[src/rtl/uart_rx_ctrl.sv]
// 8N1 UART receiver feeding the PWM command parser through a one-entry
// valid/ready holding register; flags false starts, framing errors and overruns.
module uart_rx_ctrl #(
    parameter int CLK_FREQ = 50000000,
    parameter int BAUD     = 115200
) (
    input  logic       clk,
    input  logic       rst_n,
    input  logic       rx,
    output logic [7:0] rx_data,
    output logic       rx_valid,
    input  logic       rx_ready,
    output logic       busy,
    output logic       frame_err,
    output logic       overrun_err
);

    localparam int CLKS_PER_BIT = CLK_FREQ / BAUD;
    localparam int HALF_BIT     = CLKS_PER_BIT / 2;
    localparam int CNT_W        = $clog2(CLKS_PER_BIT);

    localparam logic [CNT_W-1:0] CNT_LAST = CNT_W'(CLKS_PER_BIT - 1);
    localparam logic [CNT_W-1:0] CNT_MID  = CNT_W'(HALF_BIT - 1);
    localparam logic [CNT_W-1:0] CNT_ONE  = CNT_W'(1);

    if (CLKS_PER_BIT < 8) begin : g_bad_baud
        $error("uart_rx_ctrl: CLK_FREQ/BAUD must be at least 8");
    end

    typedef enum logic [2:0] {
        S_IDLE,
        S_START,
        S_DATA,
        S_STOP,
        S_WAIT_HIGH
    } state_e;

    state_e           state_q, state_d;
    logic [1:0]       sync_q, sync_d;
    logic [CNT_W-1:0] cnt_q, cnt_d;
    logic [2:0]       idx_q, idx_d;
    logic [7:0]       shift_q, shift_d;
    logic             deliver_q, deliver_d;
    logic [7:0]       rx_data_q, rx_data_d;
    logic             rx_valid_q, rx_valid_d;
    logic             frame_err_q, frame_err_d;
    logic             overrun_err_q, overrun_err_d;
    logic             rx_s;

    // sync_q[1] is the metastability-safe copy of the line; nothing else looks at rx.
    assign rx_s = sync_q[1];

    always_comb begin
        state_d       = state_q;
        sync_d        = {sync_q[0], rx};
        cnt_d         = cnt_q + CNT_ONE;
        idx_d         = idx_q;
        shift_d       = shift_q;
        deliver_d     = 1'b0;
        frame_err_d   = 1'b0;
        overrun_err_d = 1'b0;
        rx_data_d     = rx_data_q;
        rx_valid_d    = rx_valid_q;

        case (state_q)
            S_IDLE: begin
                cnt_d = '0;
                if (!rx_s) begin
                    state_d = S_START;
                end
            end
            S_START: begin
                if (cnt_q == CNT_MID) begin
                    cnt_d = '0;
                    if (!rx_s) begin
                        state_d = S_DATA;
                        idx_d   = 3'd0;
                    end else begin
                        state_d = S_IDLE;
                    end
                end
            end
            S_DATA: begin
                if (cnt_q == CNT_LAST) begin
                    cnt_d   = '0;
                    shift_d = {rx_s, shift_q[7:1]};
                    idx_d   = idx_q + 3'd1;
                    if (idx_q == 3'd7) begin
                        state_d = S_STOP;
                    end
                end
            end
            S_STOP: begin
                // Returning to IDLE at mid stop bit leaves half a bit to catch a
                // start bit that follows with no idle gap.
                if (cnt_q == CNT_LAST) begin
                    cnt_d = '0;
                    if (rx_s) begin
                        deliver_d = 1'b1;
                        state_d   = S_IDLE;
                    end else begin
                        frame_err_d = 1'b1;
                        state_d     = S_WAIT_HIGH;
                    end
                end
            end
            S_WAIT_HIGH: begin
                cnt_d = '0;
                if (rx_s) begin
                    state_d = S_IDLE;
                end
            end
            default: begin
                state_d = S_IDLE;
                cnt_d   = '0;
            end
        endcase

        if (rx_valid_q && rx_ready) begin
            rx_valid_d = 1'b0;
        end
        // A byte may replace the held one only if the consumer takes the old one on this edge.
        if (deliver_q) begin
            if (!rx_valid_q || rx_ready) begin
                rx_data_d  = shift_q;
                rx_valid_d = 1'b1;
            end else begin
                overrun_err_d = 1'b1;
            end
        end
    end

    always_ff @(posedge clk) begin
        if (!rst_n) begin
            state_q       <= S_IDLE;
            sync_q        <= 2'b11;
            cnt_q         <= '0;
            idx_q         <= 3'd0;
            shift_q       <= 8'h00;
            deliver_q     <= 1'b0;
            rx_data_q     <= 8'h00;
            rx_valid_q    <= 1'b0;
            frame_err_q   <= 1'b0;
            overrun_err_q <= 1'b0;
        end else begin
            state_q       <= state_d;
            sync_q        <= sync_d;
            cnt_q         <= cnt_d;
            idx_q         <= idx_d;
            shift_q       <= shift_d;
            deliver_q     <= deliver_d;
            rx_data_q     <= rx_data_d;
            rx_valid_q    <= rx_valid_d;
            frame_err_q   <= frame_err_d;
            overrun_err_q <= overrun_err_d;
        end
    end

    assign rx_data     = rx_data_q;
    assign rx_valid    = rx_valid_q;
    assign frame_err   = frame_err_q;
    assign overrun_err = overrun_err_q;
    assign busy        = (state_q != S_IDLE);

endmodule

[config.mk]
export PLATFORM = sky130hd
export DESIGN_NAME = uart_rx_ctrl
export DESIGN_NICKNAME = d
export VERILOG_FILES = /design/src/rtl/uart_rx_ctrl.sv
export SDC_FILE = /design/constraint.sdc
export NUM_CORES = 1
export LEC_CHECK = 0
export ABC_AREA = 1
export BUFFER_PORTS_ARGS = -buffer_cell sky130_fd_sc_hd__buf_2
export CAP_MARGIN = 10
export CORE_UTILIZATION = 62
export CTS_BUF_LIST = sky130_fd_sc_hd__clkbuf_8 sky130_fd_sc_hd__clkbuf_16
export CTS_CLUSTER_DIAMETER = 150
export DETAILED_ROUTE_END_ITERATION = 16
export GPL_TIMING_DRIVEN = 0
export PLACE_DENSITY = 0.85
export SLEW_MARGIN = 0
export SYNTH_ARGS = -nofsm -noshare
export SYNTH_HDL_FRONTEND = slang
export SYNTH_SLANG_ARGS = --single-unit
[constraint.sdc]
create_clock -name clk -period 2.5 [get_ports clk]
set_clock_uncertainty 0.2 [all_clocks]
set_input_delay 0.25 -clock clk [delete_from_list [all_inputs] [get_ports clk]]
set_output_delay 0.25 -clock clk [all_outputs]
set_load 0.005 [all_outputs]
After elaboration in Yosys (flattened, before gate mapping)
Cells that the tools add are included.
{"block": "op_classes", "addsub": 2, "n_eq_ne": 14, "mux": 22, "n_reduce_logical": 13}
{"op": "$mux W3", "count": 10}
{"op": "$mux W9", "count": 2}
{"op": "$pmux W9 S2", "count": 1}
{"op": "$pmux W3 S5", "count": 1}
{"op": "$ne A2 B2 Y1 const B", "count": 7}
{"op": "$add A9 B1 Y9 const B", "count": 1}
{"op": "$eq A9 B8 Y1 const B", "count": 1}
{"op": "$eq A9 B9 Y1 const B", "count": 1}
{"op": "$eq A3 B2 Y1 const B", "count": 2}
{"op": "$eq A3 B3 Y1 const B", "count": 2}
{"op": "$mux W1", "count": 6}
{"op": "$pmux W3 S2", "count": 1}
{"op": "$reduce_and A2 Y1", "count": 3}
{"op": "$reduce_and A6 Y1", "count": 1}
{"op": "$reduce_and A4 Y1", "count": 1}
{"op": "$add A3 B1 Y3 const B", "count": 1}
{"op": "$eq A3 B1 Y1 const B", "count": 1}
{"op": "$logic_not A3 Y1", "count": 1}
{"op": "$reduce_and A3 Y1", "count": 1}
{"op": "$reduce_bool A3 Y1", "count": 1}
{"op": "$mux W2", "count": 1}
{"op": "$reduce_bool A2 Y1", "count": 1}
{"op": "$reduce_or A2 Y1", "count": 1}
{"op": "$logic_and A1 B1 Y1", "count": 1}
{"op": "other kinds (2)", "count": 2}
{"block": "word_totals", "register_bits": 37, "in_bits": 4, "output_inout_bits": 12, "elab_cells": 61}

Logic depth before layout (Yosys ltp)
Gate-level depths: netlist of run 1.
{"block": "logic_depth", "ltp_word": 4, "mapped_depth": 11, "mapped_depth_nobuf": 11}

Least setup slack after synthesis of run 1
Ideal clock, no wire load.
{"block": "synth_timing", "kind": "register to register", "startpoint": "reg cnt_q[0]", "endpoint": "reg cnt_q[7]", "setup_ns": 0.115, "arrival_ns": 1.266, "t_required_ns": 2.185, "setup_slack_ns": 0.919, "stages_incl_launch_ff": 11, "path_buffers": 0, "period_less_slack_ns": 1.581, "path_cell_list": "dfxtp_1 ha_1 nand2_1 nor2_4 nand2_4 nand2_2 nand2_4 inv_4 nand2_4 nand2_8 nor2_2"}
{"block": "synth_via", "elab_chain_len": 3, "elab_cells_between_ends": 6, "classes_between": "add/sub (1); eq/ne (2); mux (3)"}
{"item": "from (decl)", "line_no": "40", "source": "logic [CNT_W-1:0] cnt_q, cnt_d;"}
{"item": "from (signal assigned)", "line_no": "148", "source": "cnt_q <= cnt_d;"}
{"item": "$add A9 B1 Y9 (tied with other cells)", "line_no": "56", "source": "cnt_d = cnt_q + CNT_ONE;"}
{"item": "$mux W9, on equally long branches", "line_no": "84, 96, 73"}
{"item": "$pmux W9 S2 (*)", "line_no": "65", "source": "case (state_q)"}
Every way passes the cells marked *; elsewhere a longest branch is shown, timed or not.
A chain may end at the register's enable or synchronous reset.

Worst setup path in the final report of run 1
{"block": "layout_timing", "startpoint": "reg cnt_q[0]", "endpoint": "reg idx_q[2]"}
{"block": "layout_via", "elab_chain_len": 3, "elab_cells_between_ends": 5, "classes_between": "eq/ne (4); reduce/logical (1)"}
{"item": "$eq A9 B9 Y1 / $eq A9 B8 Y1 (equally long branches)", "line_no": "84, 73"}
{"item": "$ne A2 B2 Y1 (no source line)"}
{"item": "$reduce_and A4 Y1 (no source line) (*)"}
{"item": "to (signal assigned)", "line_no": "149", "source": "idx_q <= idx_d;"}
{"item": "to (decl)", "line_no": "41", "source": "logic [2:0] idx_q, idx_d;"}
Marks and branches as above.

==> summary.md, run 1 <==
| Metric | Value |
|---|---|
| Share of cells above drive strength 1 | `23.68%` |
| Register area share after synthesis | `between 40% and 50%` |
| Footprint of the multi-input gates | `approximately 780 sq um` |
| Hold_ws | `between 15 and 20 ps` |
| Critical path type | `flip-flop to flip-flop` |
| Lkg Pwr | `around 0.00082 uW` |
| Layout area overhead | `14.38%` |
| Cell Area, Synth | `1662 sq um` |
| Number of synthesized register bits | `37` |
| Worst EP arrival | `1780 ps` |
| Die area | `a little under 3000 sq um` |
| Largest fanout on the critical path | `10` |
| Worst Tran Pin Value | `about 430 ps` |
| Critical Path End Type | `flip-flop` |
| Worst rel slew slack | `71.53%` |
| Adder-cell share of the synthesized area | `3.765%` |
| # setup viols final | `0` |
| Detailed Route Iter0 Violations | `25` |
| CTS root buf | `clkbuf_8` |
| Post-synthesis simple-gate area fraction | `roughly 30%` |
| Final worst slack | `approximately 740 ps` |
| WL/cell | `12.66 um` |
| Compound-gate portion of the synthesized area | `around a tenth` |
| Post-synthesis mux area share | `0%` |
| Top Ports | `16` |
| Min Tclk post-route | `around 1800 ps` |
| Netlist cell types | `30` |
| Commonest non-fill, non-tap cell in the layout | `dfxtp_1` |
| Largest net degree at the start of global routing | `12` |
| Clock Latency Late Sink | `between 200 and 300 ps` |
| Vias/cell | `approximately 5.3` |
| Status | `finished clean` |
| Syn nets | `approximately 210` |
| WP data required | `~2500 ps` |
| Layout fillers | `189` |
| First-pass GRT wire length | `approximately 5300 um` |
| GR Overflow Total | `0` |
| Number of global-route vias before repair | `1275` |
| Place WS | `about 760 ps` |
| Seq pwr share | `roughly two fifths` |
| DP Wirelength | `2405 um` |
| Period utilization | `70.42%` |
| Sw Ratio | `32.67%` |
| FF/Latch Area | `740.7 sq um` |
| Clock power share | `around 33%` |
| GRT Total Usage | `a little over a quarter` |
| Initial antenna violation count | `0` |
| Placed Area | `1774 sq um` |
| 1st-pass router iterations | `4` |
| Setup TNS Final | `0 ps` |
| Achievable Freq | `between 500 and 600 MHz` |
| Startpoint types | `flip-flop` |
| Initial cell density of the core | `between 60% and 70%` |
| Cell Rows | `18` |
| Placer Congestion | `between 0.8 and 0.9` |
| Final hold vios | `0` |
| Die outline height | `53.77 um` |
| Clock Pin Slew Worst Setup and Hold Paths | `around 70 ps` |
| Core area | `about 2500 sq um` |
| PwrDens | `between 800 and 900 nW/um^2` |
| Synth warnings | `0` |
| Main combinational cell family by area after synthesis | `simple AND/OR/NAND/NOR gates` |
| Peak supply drop | `around 0.62 mV` |
| Design Area, Final | `roughly 1900 sq um` |
| Final Total Pwr | `between 1500 and 2000 uW` |
| Post-Synth XOR/XNOR Area | `3.163%` |
| Final nets | `approximately 240` |
| Internal power | `1098 uW` |
| CTS H-tree lvls | `2` |
| Vias | `1374` |
| Comb pwr share | `between 20 and 30%` |
| Psw | `532.9 uW` |
| Post-Synthesis Cells | `between 200 and 250` |
| Die X | `~54 um` |
| Antenna cells | `0` |
| Routed Antenna Nets | `0` |
| Synthesized area per cell | `just over 8 sq um` |
| Deepest clock path buffer count | `2` |
| RSZ-0062 raised after global routing | `no` |
| Drt total wl | `3265 um` |
| Most frequent cells in the layout | `dfxtp_1 (37), nand2_1 (27), inv_1 (23)` |
| Port bufs | `15` |
| Pins over their slew limit | `0` |
| Max cap viols | `0` |
| CTS sink cnt | `37` |
| Hold WC Path Type | `input port to flip-flop` |
| TritonCTS clock tree | `done` |
| Inserted Clock Buffers | `5` |
| # DRC | `0` |
==> flip-flops by register name, summed over array words and instances (netlist names) <==
register / count
state_q: 3
frame_err: 1
idx_q: 3
rx_valid: 1
rx_data: 8
shift_q: 8
overrun_err: 1
sync_q: 2
cnt_q: 9
deliver_q: 1
==> metal layers <==
| metal | track usage [%] | share of wire, % | up-vias | wire length (um) |
|---|---|---|---|---|
| met4 | 16.23 | 2.5 | 0 | 81 |
| met2 | 45.06 | 50 | 29 | 1629 |
| met3 | 5.932 | 3.1 | 10 | 100 |
| met5 | 0 | 0 | - | 0 |
| li1 | - | - | 692 | - |
| met1 | 29.93 | 45 | 643 | 1453 |
==> cell families after synthesis <==
family / after synthesis
fa+ha+maj: 5
xor+xnor: 6
buf+inv: 31
compound gates: 34
simple gates: 91
flops: 37
==> final cells by class <==
type / count / area share [%]
multi-input combinational: 136 / 41.21
sequential: 37 / 38.97
inverter: 26 / 5.267
timing repair buffer: 16 / 4.477
clock buffer: 6 / 4.345
buffer: 5 / 1.975
tap: 30 / 1.975
clock inverter: 2 / 1.777
==> power by group through the flow <==
stage | Sequential (uW) | Combinational [uW] | Clock, uW
2_1_floorplan | 652 | 377 | 0
3_3_place_gp | 656 | 432 | 0
3_5_place_dp | 659 | 451 | 0
4_1_cts | 645 | 454 | 533
5_1_grt | 648 | 505 | 551
6_report | 646 | 453 | 533
==> synthesized netlist by cell type <==
cell type	count	area, sq um
a31oi_1	1	6.260
xnor2_1	2	17.52
nor2_1	22	82.58
nand3_1	10	50.05
nand2_2	4	25.02
nor3_1	5	25.02
buf_8	1	15.01
nand2_1	27	101.4
ha_1	5	62.56
inv_1	22	82.58
nand2_8	1	20.02
xor2_1	4	35.03
buf_6	1	11.26
a21oi_1	15	75.07
nor2_8	1	20.02
inv_4	1	6.260
nor3_2	1	10.01
a21oi_2	1	8.760
clkinv_1	1	3.750
nor4_1	1	6.260
nor2_4	3	33.78
nand3_2	1	10.01
o21ai_1	2	10.01
inv_2	2	7.510
dfxtp_1	37	740.7
nand2_4	3	33.78
clkbuf_1	3	11.26
nor2_2	10	62.56
o21ai_0	15	75.07
or2_2	2	12.51
==> critical path: stages, from the launching register on <==
cell and delay, ps:
dfxtp_1 420, ha_1 180, nand2_1 90, nor2_4 150, nand2_4 110, nor2_8 150, buf_8 140, nand2_1 50
a21oi_1 180
==> through the flow <==
stage	cells	utilization (%)
3_5_place_dp	249	70.97
2_1_floorplan	204	-
6_report	258	76.03
3_3_place_gp	249	70.97
5_1_grt	258	76.03
4_1_cts	258	76.03
==> final timing paths <==
| path | start | end | slack, ps | cells past startpoint |
|---|---|---|---|---|
| max | cnt_q[0] | idx_q[2] | 740 | 8 |
| min | rx_ready | overrun_err | 20 | 4 |
| max reg2reg | cnt_q[0] | idx_q[2] | 740 | 8 |
| min reg2reg | sync_q[0] | sync_q[1] | 220 | 1 |
==> repair_timing <==
action,4_1_cts,5_1_grt
endpoints found under the hold margin,1,0
setup buffers,0,0
resized for setup,0,0
hold buffers,1,0
Note: power is estimated with default switching activity, not from simulation.
==> inputs of run 2 (changes only) <==
Settings changed: CORE_UTILIZATION 62 to 52, PLACE_DENSITY 0.85 to 0.76.
Clock period 2.5 ns to 1.6 ns, I/O delays scaled along.
==> run 2 against run 1 <==
The flow now finishes with violations (negative setup slack). Via count shrank 0.58%. Flip-flop and latch count is the same. Clock-buffer cell count shrank 1. Combinational power grew 82%. Sequential share of layout area shrank 2.8 points. Clock power grew 56%. Routed wire length grew 8.3%. Die area grew 18%. Total power grew 64%. Worst hold slack gained 67 ps. Setup slack lost 760 ps. Register-to-register slack lost 760 ps. Critical path type unchanged. Critical endpoint is now idx_q[1].
==> summary.md, run 2 (same netlist as run 1, synthesis figures left out) <==
| Metric | Value |
|---|---|
| Status | `finished with violations` |
| Failing checks | `negative setup slack` |
| Largest net degree at the start of global routing | `14` |
| Antenna cells | `0` |
| Top Ports | `16` |
| Initial antenna violation count | `0` |
| Achievable Freq | `between 600 and 700 MHz` |
| DP Wirelength | `2069 um` |
| Inserted Clock Buffers | `5` |
| Final hold vios | `0` |
| Number of global-route vias before repair | `about 1200` |
| Design Area, Final | `2068 sq um` |
| CTS H-tree lvls | `2` |
| FF/Latch Area | `748.2 sq um` |
| Layout fillers | `~260` |
| Core area | `between 3000 and 4000 sq um` |
| RSZ-0062 raised after global routing | `yes` |
| Commonest non-fill, non-tap cell in the layout | `dfxtp_1` |
| Most frequent cells in the layout | `dfxtp_1 (33), nand2_1 (23), nor2_1 (21)` |
| Clock Latency Late Sink | `around 300 ps` |
| WL/cell | `12.67 um` |
| Layout area overhead | `24.47%` |
| Clock Pin Slew Worst Setup and Hold Paths | `~80 ps` |
| Placed Area | `1792 sq um` |
| Routed Antenna Nets | `0` |
| PwrDens | `around 1300 nW/um^2` |
| Port bufs | `15` |
| Worst EP arrival | `~1700 ps` |
| First-pass GRT wire length | `~5100 um` |
| Pins over their slew limit | `0` |
| Initial cell density of the core | `between 50% and 60%` |
| TritonCTS clock tree | `done` |
| Vias/cell | `~5` |
| Largest register FFs | `9` |
| CTS root buf | `clkbuf_8` |
| Lkg Pwr | `between 0.0008 and 0.0009 uW` |
| CTS sink cnt | `37` |
| Critical path type | `flip-flop to flip-flop` |
| Vias | `1366` |
| 1st-pass router iterations | `4` |
| Post-route insts no fill | `about 280` |
| GRT Total Usage | `about a fifth` |
| Critical Path End Type | `flip-flop` |
| Place WS | `-86.92 ps` |
| Worst rel slew slack | `between 60 and 70%` |
| Min Tclk post-route | `1620 ps` |
| Largest reg by FF count | `cnt_q` |
| Startpoint types | `flip-flop` |
| Detailed Route Iter0 Violations | `84` |
| Peak supply drop | `around 0.76 mV` |
| Cell Rows | `20` |
| Footprint of the multi-input gates | `868.3 sq um` |
| Die area | `3425 sq um` |
| Hold WC Path Type | `input port to flip-flop` |
| Die X | `slightly below 60 um` |
| Period utilization | `101.3%` |
| Die outline height | `between 50 and 60 um` |
| Largest fanout on the critical path | `6` |
| Final worst slack | `-20.10 ps` |
| # setup viols final | `8` |
| Final nets | `around 240` |
| Deepest clock path buffer count | `2` |
| Finished Core Util | `67.75%` |
| Placed cells | `about 260` |
| Drt total wl | `3535 um` |
| Placer Congestion | `~0.82` |
| Worst Tran Pin Value | `roughly 550 ps` |
| GR Overflow Total | `0` |
| Share of cells above drive strength 1 | `34.47%` |
| # DRC | `0` |
| WP data required | `between 1500 and 2000 ps` |
| Max cap viols | `0` |
## run 2: timing repair
action                                 in CTS  in global routing
setup endpoints to repair                  19                 29
pin swaps                                   2                 13
hold buffers                                2                  0
gates cloned                                1                  2
buffers inserted                            2                  1
resized for setup                           4                 24
endpoints found under the hold margin       3                  0
## run 2: worst max-delay path: stages, from the launching register on
cell,delay [ps]
dfxtp_2,340
inv_2,70
ha_4,120
nand2_2,60
nor2_4,140
nand2_4,130
nor2_8,190
buf_8,140
nand2_2,60
a21oi_2,120
## run 2: power by group
| group | total, uW | switching [uW] | internal (uW) |
|---|---|---|---|
| Combinational | 823 | 515 | 308 |
| Clock | 832 | 366 | 467 |
| Sequential | 1020 | 56.6 | 965 |
## run 2: per-stage QoR
step	setup TNS [ps]	total power, uW	hold slack [ps]
2_1_floorplan	0	1609	66.58
3_3_place_gp	-781.8	1713	151.5
3_5_place_dp	-912.4	1728	154.0
4_1_cts	0	2620	68.39
5_1_grt	-1099	2810	109.1
6_report	-57.68	2677	83.64
## run 2: path summary, 6_finish.rpt
kind,slack (ps),end,from,cells past startpoint
max,-20,idx_q[1],cnt_q[1],9
max reg2reg,-20,idx_q[1],cnt_q[1],9
min reg2reg,220,sync_q[1],sync_q[0],1
min,80,state_q[0],rst_n,3
## run 2: layer usage
layer / GRT usage (%) / up-vias / part of all wire, %
met5: 0 / - / 0
met4: 12.24 / 0 / 1.8
met3: 4.615 / 6 / 2.3
met2: 31.03 / 19 / 48
met1: 25.79 / 632 / 48
li1: - / 709 / -
## run 2: final cells by class
cell class / count / area share [%]
well taps: 44 / 2.662
clock buffers: 5 / 3.327
clock inverters: 3 / 2.238
flip-flops and latches: 37 / 36.18
plain buffers: 5 / 1.875
inverters: 26 / 4.840
multi-input cells: 138 / 41.98
repair buffers: 21 / 6.897
==> inputs of run 3 (changes only) <==
Settings changed: CORE_UTILIZATION 52 to 44, PLACE_DENSITY 0.76 to 0.67.
==> run 3 against run 2 <==
The run now ends clean. Combinational power increased by 1%. Total power decreased by 2.4%. Critical path depth increased by 2. Setup slack improved by 28 ps. Clock-buffer cell count unchanged. Cell count increased by 0.72%. Flip-flop and latch count unchanged. Clock power decreased by 7.9%. First-iteration DRC count decreased by 30%. Fmax increased by 1.8%.
==> summary.md, run 3 (same netlist as run 1, synthesis figures left out) <==
| Metric | Value |
|---|---|
| Status | `finished clean` |
| Hold WC Path Type | `input port to flip-flop` |
| WL/cell | `about 11 um` |
| Period utilization | `99.48%` |
| Cell Rows | `21` |
| Critical Path End Type | `flip-flop` |
| Layout fillers | `between 300 and 400` |
| Core area | `3468 sq um` |
| Layout area overhead | `23.19%` |
| Lkg Pwr | `approximately 0.0009 uW` |
| Pins over their slew limit | `0` |
| Final worst slack | `approximately 8.4 ps` |
| Startpoint types | `flip-flop` |
| # setup viols final | `0` |
| Vias | `1351` |
| Port bufs | `15` |
| Die outline height | `63.45 um` |
| Inserted Clock Buffers | `5` |
| Final nets | `approximately 240` |
| Commonest non-fill, non-tap cell in the layout | `dfxtp_1` |
| Vias/cell | `a little under 5` |
| Drt total wl | `3115 um` |
| Place WS | `-107.2 ps` |
| GRT Total Usage | `approximately 17%` |
| Number of global-route vias before repair | `1236` |
| Final Total Pwr | `2614 uW` |
| Largest net degree at the start of global routing | `12` |
| Final hold vios | `0` |
| Achievable Freq | `628.3 MHz` |
| Clock Latency Late Sink | `290 ps` |
| Deepest clock path buffer count | `2` |
| PwrDens | `around 1300 nW/um^2` |
| Die area | `slightly above 4000 sq um` |
| R2r startpoint | `cnt_q[1]` |
| CTS root buf | `clkbuf_8` |
| Max cap viols | `0` |
| Die X | `roughly 63 um` |
| Clock Pin Slew Worst Setup and Hold Paths | `roughly 70 ps` |
| Antenna cells | `0` |
| TritonCTS clock tree | `done` |
| # DRC | `0` |
| Crit path from | `cnt_q[1]` |
| Worst Tran Pin Value | `about 570 ps` |
| Initial antenna violation count | `0` |
| Largest reg by FF count | `cnt_q` |
| Share of cells above drive strength 1 | `between 30% and 40%` |
| Worst EP arrival | `between 1500 and 2000 ps` |
| Peak supply drop | `0.4241 mV` |
| DP Wirelength | `2040 um` |
| Placed Area | `1794 sq um` |
| Initial cell density of the core | `between 40% and 50%` |
| GR Overflow Total | `0` |
| CTS sink cnt | `37` |
| Largest register FFs | `9` |
| Design Area, Final | `between 2000 and 2500 sq um` |
| Hold path start | `rst_n` |
| CTS H-tree lvls | `2` |
| WP data required | `~1600 ps` |
| Detailed Route Iter0 Violations | `59` |
| First-pass GRT wire length | `approximately 5300 um` |
| Routed Antenna Nets | `0` |
| 1st-pass router iterations | `4` |
| Hold_ws | `about 85 ps` |
| Top Ports | `16` |
| Critical path type | `flip-flop to flip-flop` |
| Worst rel slew slack | `between 60% and 70%` |
| Min Tclk post-route | `roughly 1600 ps` |
| Placer Congestion | `roughly 0.84` |
| Most frequent cells in the layout | `dfxtp_1 (32), nand2_1 (23), nor2_1 (21)` |
| Largest fanout on the critical path | `5` |
| RSZ-0062 raised after global routing | `yes` |
==> run 3: changes by cell type in the layout (fill, tap and decap cells not counted), moves of 2 or more <==
cell | previous run | this run
a21oi_1 | 10 | 14
buf_4 | 3 | 5
o21ai_0 | 12 | 15
a21oi_2 | 6 | 2
o21ai_1 | 4 | 2
==> run 3: path summary, 6_finish.rpt <==
| path | slack (ps) | depth (start not counted) | end |
|---|---|---|---|
| worst max register to register | 8 | 11 | cnt_q[8] |
| worst min register to register | 210 | 1 | sync_q[1] |
| worst max-delay path | 8 | 11 | cnt_q[8] |
| worst min-delay path | 90 | 3 | rx_valid |
==> run 3: per-stage QoR <==
| stage | cells | utilization [%] | setup TNS, ps |
|---|---|---|---|
| after floorplan | 204 | - | 0 |
| after global placement | 265 | 51.73 | -878.9 |
| after detailed placement | 265 | 51.73 | -1152 |
| after CTS | 280 | 57.22 | 0 |
| after global routing | 281 | 59.02 | -967.7 |
| final | 281 | 59.02 | 0 |
==> run 3: worst max-delay path, stage by stage, from the launching register on <==
cell     delay [ps]
dfxtp_2         330
inv_2            90
ha_4            140
nand2_4          50
nor2_4          100
nand2_4         110
nand2_4         100
nand2_4          70
inv_6            80
nand2_4          80
nand2_4         100
nor2_2           40
==> run 3: what timing repair did <==
item,CTS,global route
buffers inserted,5,1
setup endpoints to repair,20,26
pin swaps,3,4
gates resized for setup,8,17
cloned,1,0
hold buffers,2,0
endpoints found under the hold margin,3,0
==> run 3: power by group <==
group | internal [uW] | leakage (uW) | switching (uW)
Combinational | 313 | 0.000540 | 523
Sequential | 963 | 0.000302 | 49.6
Clock | 453 | 0.0000540 | 313
Total | 1730 | 0.000896 | 886
==> run 3: area by class of cell <==
| type | instances | area (sq um) | share of cell area [%] |
|---|---|---|---|
| buffer | 5 | 38.79 | 1.895 |
| timing repair buffer | 23 | 143.9 | 7.029 |
| multi-input combinational | 137 | 850.8 | 41.56 |
| clock buffer | 5 | 68.82 | 3.362 |
| clock inverter | 2 | 35.03 | 1.711 |
| tap | 46 | 57.56 | 2.812 |
| sequential | 37 | 749.5 | 36.61 |
| inverter | 26 | 102.6 | 5.012 |
==> run 3: routing by layer <==
metal	vias up	GRT usage, %	wire [um]
met2	24	26.86	1439
met4	0	9.375	76
li1	709	-	-
met3	8	4.348	97
met5	-	0	0
met1	610	21.20	1502
